**src/rtl/sipo_rx_controller_pkg.sv**
```systemverilog
// sipo_pkg: shared state encoding and frame line levels for the SIPO receive controller.
//   state_t   : IDLE / DATA / PARITY / STOP FSM encoding
//   START_LVL : sdi level that opens a frame
//   STOP_LVL  : sdi level a well-formed frame must end with
package sipo_pkg;
    typedef enum logic [1:0] {
        IDLE   = 2'd0,
        DATA   = 2'd1,
        PARITY = 2'd2,
        STOP   = 2'd3
    } state_t;
    localparam logic START_LVL = 1'b1;
    localparam logic STOP_LVL  = 1'b0;
endpackage

```
**src/rtl/sipo_rx_controller_if.sv**
```systemverilog
// sipo_rx_if: serial-in / parallel-out bus between the serial pin, the controller and the consumer.
//   sdi, data_ready, ovr_clr                                   : into the controller
//   data_out, data_valid, parity_err, framing_err, overrun, busy : out of the controller
//   slave modport = controller side, master modport = pin/consumer side
interface sipo_rx_if #(parameter int WIDTH = 4);
    logic             sdi;
    logic             data_ready;
    logic             ovr_clr;
    logic [WIDTH-1:0] data_out;
    logic             data_valid;
    logic             parity_err;
    logic             framing_err;
    logic             overrun;
    logic             busy;
    modport slave (
        input  sdi, data_ready, ovr_clr,
        output data_out, data_valid, parity_err, framing_err, overrun, busy
    );
    modport master (
        output sdi, data_ready, ovr_clr,
        input  data_out, data_valid, parity_err, framing_err, overrun, busy
    );
endinterface

```
**src/rtl/sipo_rx_controller_shift_reg.sv**
```systemverilog
// shift_reg_sipo_n: WIDTH-bit serial-in/parallel-out shift register, first bit ends at MSB.
//   clk   : rising-edge clock
//   reset : asynchronous active-high clear
//   en    : shift enable
//   sdi   : serial input, enters at LSB
//   q     : parallel contents
module shift_reg_sipo_n #(
    parameter int WIDTH = 4
) (
    input  logic             clk,
    input  logic             reset,
    input  logic             en,
    input  logic             sdi,
    output logic [WIDTH-1:0] q
);
    always_ff @(posedge clk or posedge reset) begin
        if (reset)
            q <= '0;
        else if (en)
            q <= {q[WIDTH-2:0], sdi};
    end
endmodule

```
**src/rtl/sipo_rx_controller.sv**
```systemverilog
// sipo_rx_controller: frames a serial stream into WIDTH-bit words with optional even parity and a valid/ready output.
//   clk   : rising-edge clock, sdi sampled once per edge
//   reset : asynchronous active-high reset
//   bus   : sipo_rx_if.slave
//     in  sdi, data_ready, ovr_clr
//     out data_out (first bit at MSB), data_valid, parity_err / framing_err (1-cycle pulses),
//         overrun (sticky), busy (not IDLE)
module sipo_rx_controller
    import sipo_pkg::*;
#(
    parameter int WIDTH     = 4,
    parameter bit PARITY_EN = 1'b1
) (
    input  logic     clk,
    input  logic     reset,
    sipo_rx_if.slave bus
);
    localparam int CW = $clog2(WIDTH + 1);
    localparam logic [CW-1:0] LAST = CW'(WIDTH - 1);

    state_t           r_state;
    logic [CW-1:0]    r_cnt;
    logic             r_perr;
    logic [WIDTH-1:0] r_data_out;
    logic             r_data_valid;
    logic             r_parity_err;
    logic             r_framing_err;
    logic             r_overrun;
    logic [WIDTH-1:0] w_sr;
    logic             w_accept;

    assign w_accept = r_data_valid & bus.data_ready;

    shift_reg_sipo_n #(.WIDTH(WIDTH)) u_sr (
        .clk   (clk),
        .reset (reset),
        .en    (r_state == DATA),
        .sdi   (bus.sdi),
        .q     (w_sr)
    );

    // Later assignments in the case override the accept/clear defaults:
    // a load beats an accept, an overrun set beats ovr_clr.
    always_ff @(posedge clk or posedge reset) begin
        if (reset) begin
            r_state       <= IDLE;
            r_cnt         <= '0;
            r_perr        <= 1'b0;
            r_data_out    <= '0;
            r_data_valid  <= 1'b0;
            r_parity_err  <= 1'b0;
            r_framing_err <= 1'b0;
            r_overrun     <= 1'b0;
        end else begin
            r_parity_err  <= 1'b0;
            r_framing_err <= 1'b0;
            if (w_accept)
                r_data_valid <= 1'b0;
            if (bus.ovr_clr)
                r_overrun <= 1'b0;
            case (r_state)
                IDLE: begin
                    if (bus.sdi == START_LVL) begin
                        r_state <= DATA;
                        r_cnt   <= '0;
                        r_perr  <= 1'b0;
                    end
                end
                DATA: begin
                    r_cnt <= r_cnt + 1'b1;
                    if (r_cnt == LAST) begin
                        r_cnt   <= '0;
                        r_state <= PARITY_EN ? PARITY : STOP;
                    end
                end
                PARITY: begin
                    r_perr  <= (^w_sr) != bus.sdi;
                    r_state <= STOP;
                end
                STOP: begin
                    r_state <= IDLE;
                    if (bus.sdi != STOP_LVL)
                        r_framing_err <= 1'b1;
                    else if (r_perr)
                        r_parity_err <= 1'b1;
                    else if (!r_data_valid || bus.data_ready) begin
                        r_data_out   <= w_sr;
                        r_data_valid <= 1'b1;
                    end else
                        r_overrun <= 1'b1;
                end
            endcase
        end
    end

    assign bus.data_out    = r_data_out;
    assign bus.data_valid  = r_data_valid;
    assign bus.parity_err  = r_parity_err;
    assign bus.framing_err = r_framing_err;
    assign bus.overrun     = r_overrun;
    assign bus.busy        = r_state != IDLE;
endmodule

```
**src/flat_wrapper.sv**
```systemverilog
// flat-port wrapper written by rule: the top's interface ports become plain ports
module sipo_rx_controller_flat import sipo_pkg::*;
#(
    parameter int WIDTH     = 4,
    parameter bit PARITY_EN = 1'b1
)
  (clk, reset, bus_sdi, bus_data_ready, bus_ovr_clr, bus_data_out, bus_data_valid, bus_parity_err, bus_framing_err, bus_overrun, bus_busy);
  sipo_rx_if #(.WIDTH(WIDTH)) bus_i ();
  input  logic clk;
  input  logic reset;
  input wire logic [$bits(bus_i.sdi)-1:0] bus_sdi;
  input wire logic [$bits(bus_i.data_ready)-1:0] bus_data_ready;
  input wire logic [$bits(bus_i.ovr_clr)-1:0] bus_ovr_clr;
  output wire logic [$bits(bus_i.data_out)-1:0] bus_data_out;
  output wire logic [$bits(bus_i.data_valid)-1:0] bus_data_valid;
  output wire logic [$bits(bus_i.parity_err)-1:0] bus_parity_err;
  output wire logic [$bits(bus_i.framing_err)-1:0] bus_framing_err;
  output wire logic [$bits(bus_i.overrun)-1:0] bus_overrun;
  output wire logic [$bits(bus_i.busy)-1:0] bus_busy;
  assign bus_i.sdi = bus_sdi;
  assign bus_i.data_ready = bus_data_ready;
  assign bus_i.ovr_clr = bus_ovr_clr;
  assign bus_data_out = bus_i.data_out;
  assign bus_data_valid = bus_i.data_valid;
  assign bus_parity_err = bus_i.parity_err;
  assign bus_framing_err = bus_i.framing_err;
  assign bus_overrun = bus_i.overrun;
  assign bus_busy = bus_i.busy;
  sipo_rx_controller #(.WIDTH(WIDTH), .PARITY_EN(PARITY_EN)) u_core (.clk(clk), .reset(reset), .bus(bus_i));
endmodule
```
**config.mk**
```make
export PLATFORM = sky130hd
export DESIGN_NAME = sipo_rx_controller_flat
export DESIGN_NICKNAME = d
export VERILOG_FILES = /design/src/rtl/sipo_rx_controller_pkg.sv /design/src/rtl/sipo_rx_controller_if.sv /design/src/rtl/sipo_rx_controller_shift_reg.sv /design/src/rtl/sipo_rx_controller.sv /design/src/flat_wrapper.sv
export SDC_FILE = /design/constraint.sdc
export NUM_CORES = 1
export LEC_CHECK = 0
export ABC_CLOCK_PERIOD_IN_PS = 1600
export BUFFER_PORTS_ARGS = -buffer_cell sky130_fd_sc_hd__buf_2
export CORE_MARGIN = 10
export CORE_UTILIZATION = 45
export CTS_CLUSTER_DIAMETER = 30
export CTS_CLUSTER_SIZE = 14
export DETAILED_ROUTE_END_ITERATION = 6
export PLACE_DENSITY = 0.67
export SKIP_LAST_GASP = 1
export SLEW_MARGIN = 25
export SYNTH_ARGS = -nofsm -noshare
export SYNTH_HDL_FRONTEND = slang
export SYNTH_SLANG_ARGS = --single-unit
```
**constraint.sdc**
```tcl
create_clock -name clk -period 1.6 [get_ports clk]
set_input_delay 0.08 -clock clk [delete_from_list [all_inputs] [get_ports clk]]
set_output_delay 0.08 -clock clk [all_outputs]
set_load 0.01 [all_outputs]
```
After elaboration in Yosys (flattened, before gate mapping)
Index checks and enable logic that the tools add are counted.
{"block": "op_classes", "add_sub_neg": 1, "mul": 0, "div": 0, "magnitude_cmp": 0, "n_eq_ne": 7, "n_shift": 0, "n_mux": 23, "bitwise": 3, "reduce_logical": 11}
{"operator": "$mux 1", "count": 16}
{"operator": "$pmux 2 s4", "count": 1}
{"operator": "$mux 3", "count": 2}
{"operator": "$pmux 3 s2", "count": 1}
{"operator": "$reduce_and 2->1", "count": 3}
{"operator": "$reduce_bool 2->1", "count": 3}
{"operator": "$eq 2x2->1 const B", "count": 2}
{"operator": "$mux 2", "count": 2}
{"operator": "$reduce_and 4->1", "count": 1}
{"operator": "$reduce_xor 4->1", "count": 1}
{"operator": "$add 3x1->3 const B", "count": 1}
{"operator": "$eq 3x2->1 const B", "count": 1}
{"operator": "$eq 2x1->1 const B", "count": 1}
{"operator": "$logic_not 2->1", "count": 1}
{"operator": "$ne 2x1->1 const B", "count": 1}
{"operator": "$ne 2x2->1 const B", "count": 1}
{"operator": "$not 1->1", "count": 2}
{"operator": "$pmux 1 s2", "count": 1}
{"operator": "$and 1x1->1", "count": 1}
{"operator": "$logic_not 1->1", "count": 1}
{"operator": "$logic_or 1x1->1", "count": 1}
{"operator": "$ne 1x1->1", "count": 1}
{"block": "word_totals", "regBits": 18, "latch_bits": 0, "ramBits": 0, "mem_bits_ro": 0, "in_bits": 5, "output_inout_bits": 9, "word_cells": 54, "n_memories": 0}

Depth between registers and ports, before layout
Gate-level depths: netlist of the first run.
{"block": "depth", "ltp_word": 6, "mapped_depth": 6, "ltp_nobuf": 6}

Hierarchy
Synthesis of the first run repeated with hierarchy kept, for this count alone.
{"block": "unflattened", "cells_unflattened": 67, "area_unflattened_um2": 819.5}
{"mod": "sipo_rx_controller", "n_inst": 1, "cells_each": 58, "area_per_inst_um2": 670.6, "seq_area_each_um2": 350.3}
{"mod": "shift_reg_sipo_n", "n_inst": 1, "cells_each": 9, "area_per_inst_um2": 148.9, "seq_area_each_um2": 100.1}

Worst setup path after synthesis of the first run
Ideal clock, no wire load.
{"block": "synth_path", "path_kind": "register -> register", "startpoint": "reg u_core.r_state[1]", "endpoint": "reg u_core.r_state[1]", "setup_ps": 127, "arrival_ps": 1422, "required_ps": 1473, "setup_slack_ps": 51, "path_stages_with_launch": 7, "n_path_buf": 1, "period_less_slack_ps": 1549, "path_cell_list": "dfrtp_1 inv_1 ha_1 clkbuf_1 o21ai_0 nand2_1 mux2_1"}
{"block": "synth_via", "elab_chain_cells": 3, "elab_cells_between_ends": 8, "cone_classes": "eq/ne: 5; mux: 1; reduce/logical: 2"}
{"element": "start: declaration", "line_no": "sipo_rx_controller.sv:21", "source": "state_t r_state;"}
{"element": "start signal: assignment", "line_no": "sipo_rx_controller.sv:73", "source": "r_state <= PARITY_EN ? PARITY : STOP;"}
{"element": "$eq 2x1->1 / $logic_not 2->1 (equally long branches)", "line_no": "sipo_rx_controller.sv:61", "source": "case (r_state)"}
{"element": "$ne 2x1->1 (no line) / $ne 2x2->1 (equally long branches)"}
{"element": "$reduce_and 2->1 (no line)"}
Parallel ways exist; a longest one is shown, timed or not.
A chain may end at the register's enable or synchronous reset.

Worst setup path after layout of the first run
{"block": "layout_path", "startpoint": "reg u_core.r_state[1]", "endpoint": "reg u_core.r_data_out[0] (netlist: u_core.bus.data_out[0])"}
{"block": "layout_via", "elab_chain_cells": 2}
{"element": "$eq 2x2->1", "line_no": "sipo_rx_controller.sv:61"}
{"element": "$reduce_and 4->1 (no line)"}
{"element": "end signal: assignment", "line_no": "sipo_rx_controller.sv:87", "source": "r_data_out <= w_sr;"}
{"element": "end: declaration", "line_no": "sipo_rx_controller.sv:24", "source": "logic [WIDTH-1:0] r_data_out;"}
Every way passes these cells.

==> results.sh, run 1 <==
export IMPL_status="finished, final reports clean"
export IMPL_wl_um=1440
export IMPL_hold_depth=3
export IMPL_drive_gt1_frac=0.381
export IMPL_finalSetupTns_ps=0
export IMPL_synth_seq_area_share=0.538
export IMPL_cts_root_buf="clkbuf_4"
export IMPL_fmax_ghz=0.633
export IMPL_synthTopCellsByCount="dfrtp_1, inv_1, ha_1"
export IMPL_hold_end="u_core.bus.data_valid"
export IMPL_reg2reg_slack_ps=20
export IMPL_track_usage=0.0777
export IMPL_async_flop_share=1.00
export IMPL_avgSynthCellArea_um2=12.9
export IMPL_diodes=0
export IMPL_synth_most_common_cell="dfrtp_1"
export IMPL_wl_per_cell_um=13.2
export IMPL_die_x_um=63.1
export IMPL_nets=96
export IMPL_core_area_um2=1750
export IMPL_start_util=0.480
export IMPL_detailed_place_hpwl_um=1080
export IMPL_io_pins=14
export IMPL_synth_cell_area_um2=837
export IMPL_numCtsBuffers=3
export IMPL_cp_data_arrival_time_ps=1770
export IMPL_overflow=0
export IMPL_synth_distinct_cells=26
export IMPL_syn_num_nets=75
export IMPL_cap_violations=0
export IMPL_rr_worst_depth=4
export IMPL_postRouteAntennaNets=0
export IMPL_synth_ff_type="dfrtp_1"
export IMPL_yosysWarnings=0
export IMPL_cts_sinks=18
export IMPL_drt_drc_violations_left=0
export IMPL_clk_path_buf_depth=2
export IMPL_worstPathMaxFanout=4
export IMPL_finalCritPeriodShare=0.987
export IMPL_r2r_end="u_core.bus.data_out[0]"
export IMPL_seq_area_um2=450
export IMPL_vias=531
export IMPL_synth_top_area_share=0.538
export IMPL_path_clk_slew_ps=100
export IMPL_cts_htree_levels=1
export IMPL_worstPathRequired_ps=1790
export IMPL_grt_pass1_vias=544
export IMPL_cts_tree="done"
export IMPL_hp_class="primary input to flop"
export IMPL_final_util=0.567
export IMPL_startpoint="u_core.r_state[1]"
export IMPL_end_kind="flop"
export IMPL_worst_slew_pin_slew_ps=664
export IMPL_die_area_um2=3990
export IMPL_path_class="flop to flop"
export IMPL_power_density_nw_per_um2=1930
export IMPL_leakage_nw=0.505
export IMPL_hold_path_startpoint="bus_data_ready"
export IMPL_skew_ps=3.35
export IMPL_fill_cells=150
export IMPL_synth_top_cell_by_area="dfrtp_1"
export IMPL_setup_viol=0
export IMPL_drtIter0Drc=10
export IMPL_vias_per_cell=4.87
export IMPL_pre_cts_ws_ps=35.6
export IMPL_slew_violations=0
export IMPL_clk_latency_ps=300
export IMPL_synth_seq_cells=18
export IMPL_layout_setup_ws_ps=20.9
export IMPL_postSynthCellCount=65
export IMPL_period_needed_ps=1580
export IMPL_final_cells=109
export IMPL_synth_edf_count=0
export IMPL_r2r_start="u_core.r_state[1]"
export IMPL_rsz0062_at_grt="true"
export IMPL_grt_start_max_net_pins=19
export IMPL_slew_headroom=0.557
export IMPL_critPathLaunchType="flop"
export IMPL_ir_drop_uv=835
export IMPL_io_buffers=13
export IMPL_first_pass_iters=3
export IMPL_place_inst=103
export IMPL_hold_viol=0
export IMPL_synth_area_leaders="dfrtp_1, ha_1, mux2_4"
export IMPL_area_growth_pct=18.2
export IMPL_rows=15
export IMPL_multi_input_area_um2=363
export IMPL_die_h_um=63.1
export IMPL_antenna_found_initial=0
export IMPL_gp_congestion=0.752
export IMPL_grt_pass1_wl_um=2440
==> cells by family after synthesis <==
kind of cell / count (synthesis) / synth area share
xor gates and xnor gates: 3 / 0.0314
AOI/OAI and AO/OA: 8 / 0.0613
and+or+nand+nor: 15 / 0.124
muxes: 9 / 0.139
buffers and inverters: 7 / 0.0314
DFF: 18 / 0.538
adders and majority gates: 5 / 0.0747
==> worst max path at each step <==
stage	to	slack (ps)	cells after the start
after global placement	u_core.bus.data_out[2]	80	4
after CTS	u_core.bus.data_out[0]	30	4
after floorplan	u_core.r_state[1]	50	6
after global routing	u_core.bus.data_out[3]	-10	4
after detailed placement	u_core.bus.data_out[2]	40	4
final	u_core.bus.data_out[0]	20	4
==> power by group <==
| part | switching (mW) | leakage, nW | internal [mW] |
|---|---|---|---|
| combinational | 0.405 | 0.266 | 0.491 |
| clock | 0.139 | 0.0138 | 0.0879 |
| sequential | 0.140 | 0.225 | 0.644 |
==> state kept, by name, indices dropped and copies added, names as in the netlist, 2 cells and up <==
| name | count |
|---|---|
| u_core.bus.data_out | 4 |
| u_core.u_sr.q | 4 |
| u_core.r_state | 2 |
| u_core.r_cnt | 3 |
==> repair_timing <==
item / CTS / global route
hold endpoints to repair: 19 / 0
gates resized for setup: 0 / 1
hold buffers: 2 / 0
setup buffers: 0 / 1
setup endpoints to repair: 0 / 4
==> through the flow <==
step                power (mW)  cell area, um2  hold slack, ps
detailed placement        1.68             937             213
global placement          1.65             937             212
global route              2.05             990            84.6
finish                    1.91             990            72.2
CTS                       1.91             980            78.2
floorplan                 1.43             837            18.6
==> placed cells by master, fill, tap and decap left out, drive strengths merged, types with 2 or more instances in the layout <==
cell type	n
buf	15
mux2	9
nand2	3
nor2	2
dlygate4sd3	2
nand2b	2
inv	6
ha	5
xnor2	3
clkbuf	3
o21ai	3
dfrtp	18
==> critical path: stages, from the launching register on <==
cell,delay [ps]
dfrtp_1,410
ha_2,200
or3b_4,380
nand2b_4,180
mux2_4,300
==> layout make-up <==
| class | count | share of cell area |
|---|---|---|
| multi-input cells | 40 | 0.367 |
| repair buffers | 17 | 0.101 |
| flip-flops and latches | 18 | 0.455 |
| inverters | 6 | 0.0228 |
| well taps | 25 | 0.0316 |
| clock buffers | 3 | 0.0228 |
==> layer usage <==
| layer | part of all wire | global-route usage | wire [um] |
|---|---|---|---|
| met1 | 0.49 | 0.0960 | 709 |
| met2 | 0.42 | 0.108 | 613 |
| met3 | 0.051 | 0.0265 | 74 |
| met4 | 0.032 | 0.0587 | 46 |
| met5 | 0 | 0 | 0 |
Power figures use the tool's default switching activity.
==> inputs of run 2 (changes only) <==
ABC_CLOCK_PERIOD_IN_PS = 1800   (was 1600)
GPL_TIMING_DRIVEN = 0   (was unset)
PLACE_DENSITY = 0.64   (was 0.67)
clock period = 1.8 ns   (was 1.6 ns; I/O delays follow)
==> results.sh, run 2 (synthesis results as in run 1) <==
export IMPL_hold_depth=3
export IMPL_cp_cell_sequence="ha_1, or3b_4, nand2b_4, mux2_4"
export IMPL_slew_violations=0
export IMPL_switching_share=0.347
export IMPL_worst_path_max_delay_cell="dfrtp_1"
export IMPL_worstPathMaxFanout=4
export IMPL_vias_per_cell=4.87
export IMPL_period_needed_ps=1570
export IMPL_fmax_ghz=0.637
export IMPL_status="finished, final reports clean"
export IMPL_core_area_um2=1750
export IMPL_seq_power_share=0.405
export IMPL_leakage_nw=0.502
export IMPL_first_pass_iters=3
export IMPL_grt_pass1_vias=505
export IMPL_postRouteAntennaNets=0
export IMPL_hold_viol=0
export IMPL_finalCritPeriodShare=0.873
export IMPL_path_clk_slew_ps=100
export IMPL_hold_slack_ps=96.7
export IMPL_cp_data_arrival_time_ps=1750
export IMPL_rr_worst_depth=4
export IMPL_numCtsBuffers=3
export IMPL_cts_htree_levels=1
export IMPL_die_area_um2=3990
export IMPL_track_usage=0.0747
export IMPL_ir_drop_uv=1020
export IMPL_overflow=0
export IMPL_worst_slew_pin_slew_ps=656
export IMPL_slew_headroom=0.562
export IMPL_wl_per_cell_um=12.3
export IMPL_final_cells=108
export IMPL_crit_path_max_incr_delay_ps=400
export IMPL_grt_start_max_net_pins=19
export IMPL_critPathLaunchType="flop"
export IMPL_dpl_instance_area_um2=933
export IMPL_cts_setup_buffers=0
export IMPL_setup_viol=0
export IMPL_cts_tree="done"
export IMPL_power_density_nw_per_um2=1720
export IMPL_intPower_mw=1.11
export IMPL_path_class="flop to flop"
export IMPL_r2r_end="u_core.bus.data_out[1]"
export IMPL_hp_class="primary input to flop"
export IMPL_power_net_switching_mw=0.589
export IMPL_final_common_cell="dfrtp_1"
export IMPL_cts_root_buf="clkbuf_4"
export IMPL_end_kind="flop"
export IMPL_wl_um=1330
export IMPL_grt_pass1_wl_um=2390
export IMPL_skew_ps=2.72
export IMPL_gp_congestion=0.729
export IMPL_die_h_um=63.1
export IMPL_nets=94
export IMPL_fin_area_um2=988
export IMPL_finalSetupTns_ps=0
export IMPL_diodes=0
export IMPL_power_frac_clock=0.142
export IMPL_clk_latency_ps=290
export IMPL_drtIter0Drc=5
export IMPL_cap_violations=0
export IMPL_finalPower_mw=1.70
export IMPL_start_util=0.480
export IMPL_vias=526
export IMPL_detailed_place_hpwl_um=1020
export IMPL_io_pins=14
export IMPL_hold_end="u_core.bus.data_valid"
export IMPL_rows=15
export IMPL_antenna_found_initial=0
export IMPL_drt_drc_violations_left=0
export IMPL_critPathTopFamily="simple AND/OR/NAND/NOR gates"
export IMPL_place_inst=103
export IMPL_reg2reg_slack_ps=230
export IMPL_hold_path_startpoint="bus_data_ready"
export IMPL_worstPathRequired_ps=1980
export IMPL_rsz0062_at_grt="false"
export IMPL_drive_gt1_frac=0.373
export IMPL_die_x_um=63.1
export IMPL_clk_path_buf_depth=2
export IMPL_pwr_share_comb=0.453
export IMPL_cts_sinks=18
export IMPL_cp_num_buf_inv=0
export IMPL_final_cell_mix="dfrtp_1, buf_2, inv_1"
export IMPL_area_growth_pct=18.1
export IMPL_r2r_start="u_core.r_state[1]"
export IMPL_io_buffers=13
==> run 2: tightest hold or removal path, stage by stage <==
cell     delay, ps
buf_2           70
or2b_2         130
nand2_1         60
==> run 2: worst max-delay path by stage <==
stage / start / to / slack [ps] / depth (start not counted)
2_1_floorplan: u_core.r_state[1] / u_core.r_state[1] / 250 / 6
3_3_place_gp: u_core.r_state[1] / u_core.r_state[1] / 20 / 6
3_5_place_dp: u_core.r_state[1] / u_core.r_state[1] / 5 / 6
4_1_cts: u_core.r_state[1] / u_core.r_state[1] / 120 / 5
5_1_grt: u_core.r_state[1] / u_core.r_state[1] / 90 / 5
6_report: u_core.r_state[1] / u_core.bus.data_out[1] / 230 / 4
==> run 2: what timing repair did <==
action                                  CTS  global route
endpoints found under the setup margin    1             1
hold endpoints to repair                 19             0
gates resized for setup                   0             1
hold buffers                              2             0
==> run 2: metal layers <==
layer  share of wire  track usage  wire [um]  vias up
met5               0            0          0        -
met4          0.0090       0.0251         12        0
met3           0.081       0.0459        108        2
met2            0.46        0.110        616       13
met1            0.45       0.0864        595      254
li1                -            -          -      257
==> run 2: stage by stage <==
| step | setup slack [ps] | util |
|---|---|---|
| floorplan | 251 | - |
| global placement | 23.0 | 0.535 |
| detailed placement | 4.95 | 0.535 |
| CTS | 122 | 0.565 |
| global route | 88.8 | 0.566 |
| finish | 229 | 0.566 |
==> run 2: power groups by stage <==
stage | logic (mW) | clock network [mW] | registers (mW)
finish | 0.771 | 0.241 | 0.688
floorplan | 0.563 | 0 | 0.710
global placement | 0.759 | 0 | 0.694
detailed placement | 0.775 | 0 | 0.699
global route | 0.867 | 0.265 | 0.717
CTS | 0.781 | 0.255 | 0.690
==> run 2: cell type report <==
cell class / count / area, um2
inverters: 6 / 22.5
multi-input cells: 40 / 363
well taps: 25 / 31.3
repair buffers: 15 / 85.1
clock buffers: 4 / 36.3
flip-flops and latches: 18 / 450
fillers: 167 / 757
==> inputs of run 3 (changes only) <==
RECOVER_POWER = 100   (was unset)
==> results.sh, run 3 (synthesis results as in run 1) <==
export IMPL_status="finished, final reports clean"
export IMPL_vias=525
export IMPL_worst_slew_pin_slew_ps=656
export IMPL_cts_htree_levels=1
export IMPL_cts_sinks=18
export IMPL_worstPathMaxFanout=4
export IMPL_power_density_nw_per_um2=1700
export IMPL_wl_per_cell_um=12.2
export IMPL_skew_ps=1.77
export IMPL_overflow=0
export IMPL_final_cell_mix="dfrtp_1, clkbuf_1, inv_1"
export IMPL_setup_viol=0
export IMPL_finalSetupTns_ps=0
export IMPL_die_area_um2=3990
export IMPL_grt_pass1_vias=505
export IMPL_antenna_found_initial=0
export IMPL_fmax_ghz=0.627
export IMPL_io_pins=14
export IMPL_period_needed_ps=1590
export IMPL_switching_share=0.358
export IMPL_area_growth_pct=15.1
export IMPL_cts_tree="done"
export IMPL_path_clk_slew_ps=100
export IMPL_leakage_nw=0.455
export IMPL_path_class="flop to flop"
export IMPL_core_area_um2=1750
export IMPL_drt_drc_violations_left=0
export IMPL_clk_path_buf_depth=2
export IMPL_slew_headroom=0.562
export IMPL_power_frac_clock=0.147
export IMPL_fill_cells=177
export IMPL_r2r_start="u_core.r_state[1]"
export IMPL_start_util=0.480
export IMPL_die_h_um=63.1
export IMPL_hold_viol=0
export IMPL_reg2reg_slack_ps=210
export IMPL_cp_data_arrival_time_ps=1770
export IMPL_place_inst=103
export IMPL_cts_setup_buffers=0
export IMPL_power_net_switching_mw=0.584
export IMPL_hold_end="u_core.bus.data_valid"
export IMPL_pwr_share_comb=0.433
export IMPL_first_pass_iters=3
export IMPL_critPathLaunchType="flop"
export IMPL_grt_pass1_wl_um=2390
export IMPL_hold_depth=3
export IMPL_hold_slack_ps=98.3
export IMPL_intPower_mw=1.05
export IMPL_final_common_cell="dfrtp_1"
export IMPL_diodes=0
export IMPL_finalPower_mw=1.63
export IMPL_detailed_place_hpwl_um=1020
export IMPL_finalCritPeriodShare=0.886
export IMPL_ir_drop_uv=996
export IMPL_hp_class="primary input to flop"
export IMPL_end_kind="flop"
export IMPL_rsz0062_at_grt="false"
export IMPL_seq_power_share=0.420
export IMPL_rows=15
export IMPL_rr_worst_depth=4
export IMPL_slew_violations=0
export IMPL_hold_path_startpoint="bus_data_ready"
export IMPL_postRouteAntennaNets=0
export IMPL_clk_latency_ps=290
export IMPL_die_x_um=63.1
export IMPL_track_usage=0.0747
export IMPL_final_cells=108
export IMPL_drive_gt1_frac=0.217
export IMPL_drtIter0Drc=12
export IMPL_io_buffers=13
export IMPL_r2r_end="u_core.bus.data_out[0]"
export IMPL_worstPathRequired_ps=1980
export IMPL_nets=94
export IMPL_numCtsBuffers=3
export IMPL_gp_congestion=0.729
export IMPL_cap_violations=0
export IMPL_vias_per_cell=4.86
export IMPL_wl_um=1320
export IMPL_cts_root_buf="clkbuf_4"
export IMPL_grt_start_max_net_pins=19
==> run 3: repair_timing <==
| item | CTS | global route |
|---|---|---|
| gates resized for setup | 0 | 1 |
| hold buffers | 2 | 0 |
| setup endpoints to repair | 1 | 1 |
| hold endpoints to repair | 19 | 0 |
==> run 3: routing by layer <==
| layer | vias up | track usage | wire (um) |
|---|---|---|---|
| met1 | 250 | 0.0864 | 610 |
| met4 | 0 | 0.0251 | 12 |
| li1 | 258 | - | - |
| met2 | 15 | 0.110 | 601 |
| met3 | 2 | 0.0459 | 93 |
| met5 | - | 0 | 0 |
==> run 3: power groups by stage <==
| stage | Combinational (mW) | Clock (mW) | Sequential [mW] |
|---|---|---|---|
| finish | 0.707 | 0.240 | 0.686 |
| global placement | 0.759 | 0 | 0.694 |
| detailed placement | 0.775 | 0 | 0.699 |
| floorplan | 0.563 | 0 | 0.710 |
| global route | 0.804 | 0.265 | 0.715 |
| CTS | 0.781 | 0.255 | 0.690 |
==> run 3: worst max path at each step <==
| stage | startpoint | to | depth (start not counted) | slack (ps) |
|---|---|---|---|---|
| 2_1_floorplan | u_core.r_state[1] | u_core.r_state[1] | 6 | 250 |
| 3_3_place_gp | u_core.r_state[1] | u_core.r_state[1] | 6 | 20 |
| 3_5_place_dp | u_core.r_state[1] | u_core.r_state[1] | 6 | 5 |
| 4_1_cts | u_core.r_state[1] | u_core.r_state[1] | 5 | 120 |
| 5_1_grt | u_core.r_state[1] | u_core.r_state[1] | 5 | 90 |
| 6_report | u_core.r_state[1] | u_core.bus.data_out[0] | 4 | 210 |
==> run 3: area by class of cell <==
class	instances	area (um2)	share of cell area
flip-flops and latches	18	450	0.468
multi-input cells	40	349	0.362
repair buffers	15	73.8	0.0766
clock buffers	4	36.3	0.0377
well taps	25	31.3	0.0325
inverters	6	22.5	0.0234
==> run 3: stage by stage <==
step | util | worst slack (ps) | instance area, um2
after floorplan | - | 251 | 837
after global placement | 0.535 | 23.0 | 933
after detailed placement | 0.535 | 4.95 | 933
after CTS | 0.565 | 122 | 986
after global routing | 0.552 | 88.8 | 963
final | 0.552 | 206 | 963
==> run 3: critical path: stages (launching register included) <==
cell,delay (ps)
dfrtp_1,400
ha_1,190
or3b_1,390
nand2b_4,180
mux2_1,310
